## src/rtl/serial_bit_feeder.sv

```systemverilog
// Parallel-to-serial front end: accepts WIDTH-bit words on valid/ready and emits them MSB-first on a registered x.
// Optional trailing odd-parity bit per word when SER_PARITY_EN is defined.
module serial_bit_feeder #(
    parameter int unsigned WIDTH    = 8,
    parameter logic        IDLE_BIT = 1'b0
) (
    input  logic             clk,
    input  logic             rst,
    input  logic [WIDTH-1:0] din,
    input  logic             din_valid,
    output logic             din_ready,
    output logic             x,
    output logic             x_valid,
    output logic             busy,
    output logic [15:0]      word_count
);

    localparam int unsigned CW = $clog2(WIDTH);

`ifdef SER_PARITY_EN
    typedef enum logic [1:0] {IDLE, SHIFT, PARITY} state_t;
`else
    typedef enum logic {IDLE, SHIFT} state_t;
`endif

    state_t           state_q, state_d;
    logic [WIDTH-1:0] shreg_q, shreg_d;
    logic [CW-1:0]    bitcnt_q, bitcnt_d;
    logic             x_q, x_d;
    logic             x_valid_q, x_valid_d;
    logic [15:0]      word_count_q, word_count_d;
    logic             accept;
    logic             end_word;
`ifdef SER_PARITY_EN
    logic             parity_q, parity_d;
`endif

    always_comb begin
        state_d      = state_q;
        shreg_d      = shreg_q;
        bitcnt_d     = bitcnt_q;
        x_d          = x_q;
        x_valid_d    = x_valid_q;
        word_count_d = word_count_q;
        din_ready    = 1'b0;
        end_word     = 1'b0;
`ifdef SER_PARITY_EN
        parity_d     = parity_q;
`endif

        case (state_q)
            IDLE: begin
                din_ready = 1'b1;
            end
            SHIFT: begin
                if (bitcnt_q == '0) begin
`ifdef SER_PARITY_EN
                    state_d = PARITY;
                    x_d     = parity_q;
`else
                    din_ready = 1'b1;
                    end_word  = 1'b1;
`endif
                end else begin
                    // shreg keeps the pending bits left-aligned, so the next bit is always at WIDTH-2
                    shreg_d  = shreg_q << 1;
                    x_d      = shreg_q[WIDTH-2];
                    bitcnt_d = bitcnt_q - 1'b1;
                end
            end
`ifdef SER_PARITY_EN
            PARITY: begin
                din_ready = 1'b1;
                end_word  = 1'b1;
            end
`endif
            default: begin
                state_d = IDLE;
            end
        endcase

        accept = din_valid && din_ready;

        if (end_word) begin
            word_count_d = word_count_q + 16'd1;
            state_d      = IDLE;
            x_d          = IDLE_BIT;
            x_valid_d    = 1'b0;
        end

        // A new word loaded on the closing edge of the previous one follows with no gap
        if (accept) begin
            state_d   = SHIFT;
            shreg_d   = din;
            x_d       = din[WIDTH-1];
            x_valid_d = 1'b1;
            bitcnt_d  = CW'(WIDTH - 1);
`ifdef SER_PARITY_EN
            parity_d  = ~^din;
`endif
        end
    end

    always_ff @(posedge clk or posedge rst) begin
        if (rst) begin
            state_q      <= IDLE;
            shreg_q      <= '0;
            bitcnt_q     <= '0;
            x_q          <= IDLE_BIT;
            x_valid_q    <= 1'b0;
            word_count_q <= '0;
`ifdef SER_PARITY_EN
            parity_q     <= 1'b0;
`endif
        end else begin
            state_q      <= state_d;
            shreg_q      <= shreg_d;
            bitcnt_q     <= bitcnt_d;
            x_q          <= x_d;
            x_valid_q    <= x_valid_d;
            word_count_q <= word_count_d;
`ifdef SER_PARITY_EN
            parity_q     <= parity_d;
`endif
        end
    end

    assign x          = x_q;
    assign x_valid    = x_valid_q;
    assign busy       = (state_q != IDLE);
    assign word_count = word_count_q;

endmodule

```

## config.mk

```make
export PLATFORM = sky130hd
export DESIGN_NAME = serial_bit_feeder
export DESIGN_NICKNAME = d
export VERILOG_FILES = /design/src/rtl/serial_bit_feeder.sv
export SDC_FILE = /design/constraint.sdc
export NUM_CORES = 1
export LEC_CHECK = 0
export BUFFER_PORTS_ARGS = -buffer_cell sky130_fd_sc_hd__buf_2
export CORE_MARGIN = 2
export CORE_UTILIZATION = 51
export DETAILED_ROUTE_END_ITERATION = 16
export GPL_ROUTABILITY_DRIVEN = 0
export PLACE_DENSITY_LB_ADDON = 0.3
export SLEW_MARGIN = 25
export SYNTH_ARGS = -nofsm -noshare
export SYNTH_HDL_FRONTEND = slang
export SYNTH_SLANG_ARGS = --single-unit
export TNS_END_PERCENT = 100
```

## constraint.sdc

```tcl
create_clock -name clk -period 2.1 [get_ports clk]
set_input_delay 0.105 -clock clk [delete_from_list [all_inputs] [get_ports clk]]
set_output_delay 0.105 -clock clk [all_outputs]
set_load 0.01 [all_outputs]
```

Word level (Yosys, flattened, before mapping). Cells that the tools add are included. W data, S select, Z words.

$add $sub $neg: 2. Multiply operators: 0. Div/mod/pow operators: 0. Magnitude comparators: 0. Equality and inequality tests: 2. Shift-type cells: 0. Muxes and demuxes: 15. Bitwise gates (word level): 1. Reduce and logical (&&, ||, !) cells: 7.

Operator list (number): $mux W7 (3); $add A16 B1 Y16 const B (1); $mux W3 (3); $mux W1 (8); $reduce_and A2 Y1 (2); $reduce_bool A2 Y1 (2); $logic_not A3 Y1 (1); $ne A3 B3 Y1 const B (1); $reduce_bool A3 Y1 (1); $sub A3 B1 Y3 const B (1); $ne A2 B2 Y1 const B (1); $pmux W1 S2 (1); $logic_and A1 B1 Y1 (1); $not A1 Y1 (1).

Register bits: 28. Bits in latches: 0. Bits in writable memories: 0. ROM bits: 0. Input bits: 11. Logic and storage cells: 32. Memories: 0.

Depth between registers and ports, before layout.
Depth after elaboration: 6. Depth in mapped cells: 7. Mapped depth without buffers: 7.

Least setup slack after synthesis. OpenSTA, ideal clock, no wires.

Kind: reg-to-reg. Start point: register bitcnt_q[0]. End point: register word_count_q[13], in the netlist word_count[13]. Arrival: 1.460 ns. Path slack: 0.515 ns. Stages on the path, launching flop included: 8. Cell sequence: dfrtp_1 > inv_1 > ha_1 > ha_1 > nand4_2 > nor3_4 > nand4_1 > xnor2_1.

Cells in the longest elaborated chain, start to end: 3.

RTL lines: start: declaration (line 28) `logic [CW-1:0] bitcnt_q, bitcnt_d;`; start signal: assignment (line 118) `bitcnt_q <= bitcnt_d;`; $logic_not A3 Y1 (line 56) `if (bitcnt_q == '0) begin`; $mux W1 (line 56); $mux W1 (line 51) `case (state_q)`; end signal: assignment (line 121) `word_count_q <= word_count_d;`; end: declaration (line 31) `logic [15:0] word_count_q, word_count_d;`.

No other way between the ends. A chain may end at the register's enable or synchronous reset.

Final worst setup path.
Start point: register bitcnt_q[0]. End point: output din_ready.

Cells in the longest elaborated chain, start to end: 3.

RTL lines: $logic_not A3 Y1 (line 56); $mux W1 (line 56); $pmux W1 S2 (line 51); end: declaration (line 11) `output logic din_ready,`.

No other way between the ends.

==> impl_metrics.ini <==
[global_routing]
grt_max_degree = 29
overflow = 0
track_usage = 0.1727
grt_pass1_wl_um = 3588
grt_pass1_vias = 815
antenna_found_initial = 0

[setup_path]
startpoint = bitcnt_q[0]
critPathRequiredTime_ns = 2.00
regToRegStartpoint = bitcnt_q[0]
reg2reg_to = bitcnt_q[0]
critPathCaptureType = output port
worstPathCellList = inv_1 > ha_1 > ha_1 > and2b_4 > inv_1 > buf_2
slowest_delay_ns = 0.41
cp_num_buf_inv = 3
crit_end = din_ready
cp_top_family = adder cells
reg2reg_depth = 7
crit_fanout = 21
reg2reg_slack_ns = 0.36
crit_type = flop to output port
cp_num_cells = 6
critPathLaunchType = flop
crit_slowest_cell = and2b_4
cp.arrival_ns = 1.82

[power]
total_power_mw = 1.550
ir_drop_v = 0.0007066
p_sw_frac = 0.3198
pwr-share-clk = 0.225
leakage_nw = 0.8031
comb_power_share = 0.278
p_seq_frac = 0.497
p_sw_mw = 0.4958
p_per_area_nw_per_um2 = 1023
internal-power_mw = 1.054

[sta]
tightestPinTransition_ns = 0.3371
setup_viol = 0
rsz0062_at_grt = false
fin_skew_ns = 0.01484
finalHoldViolCount = 0
max_freq_mhz = 518.6
finalCritPeriodShare = 0.9183
period_needed_ns = 1.928
finalWorstSetupSlack_ns = 0.1716
slew_violations = 0
relSlewSlack = 0.7753
setup_tns_ns = 0

[route]
vias = 880
dr.pass1.iters = 6
avgRoutedWirePerCell_um = 11.91
post-route-drc-count = 0
drt_iter0_markers = 11
viasPerCell = 5.057
antenna_left = 0
wl_um = 2072

[cts]
cts_tree = done
cts.sinks = 28
clkTransAtPathRegs_ns = 0.13
cts_buffers = 3
worstSkewPairLatency_ns = 0.33
cts_max_level = 1
cts-root-buf = clkbuf_4
clockBufferDepth = 2

[place]
placed_area_um2 = 1441
place_hpwl_um = 1514
pre_cts_slack_ns = 0.3105
port_buffers = 30
dpl.cell_count = 168

[floorplanning]
rows = 18
core-area_um2 = 2410
die_h_um = 53.83
die_x_um = 53.83
die-area_um2 = 2897
initial_core_util = 0.5254
io_pins = 31

[yosys]
syn_area_um2 = 1266
yosysWarnings = 0
yosys.area.top_type = dfrtp_1
ys_seq_elements = 28
yosysSeqAreaShare = 0.5534
syn_area_per_cell_um2 = 11.41
syn_inst = 111
synth_nets = 125
synth_top_area_frac = 0.5534
synthDistinctLibCells = 25
yosys-top-cells-area = dfrtp_1 (55%), xnor2_1 (7.6%), mux2i_1 (6.3%)

[run_status]
status = completed

[cells_and_area]
fin_nets = 159
final_common_cell = buf_2
areaGrowthSynthToFinish_pct = 19.66
final_cell_mix = buf_2 (30), dfrtp_1 (28), xnor2_1 (11), nand2_1 (11), mux2i_1 (8)
stdcell_count = 174
antenna_cells = 0
final_area_um2 = 1515
drive_above_1_share = 0.2986

[job]
maxCapViolCount = 0

[worst_hold_path]
min_path_type = primary input to flop
## sequential cells by signal, summed over array words and instances (netlist names)
register    cells
word_count     16
shreg_q         7
x_valid         1
bitcnt_q        3
x               1
## cell usage after synthesis (all sizes together)
library cell	count
xnor2	11
nand4	4
xor2	4
or2	1
nor2	6
nand3	5
a21oi	3
and2b	1
mux2	1
clkbuf	2
ha	3
nor3	4
inv	7
dfrtp	28
and4	2
o21ai	7
nand2	11
a32oi	1
buf	2
mux2i	8
## timing repair
item / CTS / global route
resized for setup: 0 / 1
endpoints found under the setup margin: 0 / 1
endpoints found under the hold margin: 29 / 0
setup buffers: 0 / 0
hold buffers: 2 / 0
## worst min-delay path by stage
stage	endpoint	slack (ns)	from	cells past startpoint
after CTS	shreg_q[4]	0.06	din[4]	3
after global placement	word_count[8]	0.18	rst	3
final	x	0.07	din[7]	3
after floorplan	bitcnt_q[0]	0.17	rst	1
after global routing	x	0.08	din[7]	3
after detailed placement	shreg_q[0]	0.18	rst	3
## metrics by stage
step	hold slack [ns]	util
after detailed placement	0.1845	0.5981
after CTS	0.05807	0.6282
after global placement	0.1774	0.5981
after global routing	0.07651	0.6288
after floorplan	0.1704	-
final	0.06501	0.6288
## layout make-up
cell class / instances / area, um^2
multi-input cells: 72 / 520.5
fillers: 181 / 894.6
clock buffers: 3 / 22.52
clock inverters: 1 / 30.03
inverters: 7 / 26.28
repair buffers: 33 / 177.7
well taps: 30 / 37.54
flip-flops and latches: 28 / 700.7
## worst reg2reg max path: stages, from the launching register on
cell and delay [ns]:
dfrtp_1 0.42, inv_1 0.06, ha_1 0.16, ha_1 0.26, and2b_4 0.29, or2_2 0.30
nor2_1 0.10, a21oi_1 0.05
## power groups by stage
stage	clock network, mW	registers, mW	logic (mW)
after floorplan	0	0.783	0.286
after CTS	0.357	0.771	0.435
final	0.348	0.770	0.431
after global placement	0	0.774	0.399
after global routing	0.375	0.793	0.494
after detailed placement	0	0.782	0.420
## cell families (layout without fill, tap and decap cells)
family | count (synthesis) | in the layout | share of synthesized area
and+or+nand+nor | 34 | 34 | 0.1581
DFF | 28 | 28 | 0.5534
xor gates and xnor gates | 15 | 15 | 0.1038
AOI/OAI and AO/OA | 11 | 11 | 0.04644
buffers and inverters | 11 | 44 | 0.03657
muxes | 9 | 9 | 0.07214
adders and majority gates | 3 | 3 | 0.02965
## layer usage
layer  global-route usage  vias up  share of wire
met1               0.2424      409           0.48
met2               0.2581       26           0.45
li1                     -      441              -
met4              0.07692        0          0.015
met5                    0        -              0
met3              0.03333        4          0.047
Power figures use the tool's default switching activity.
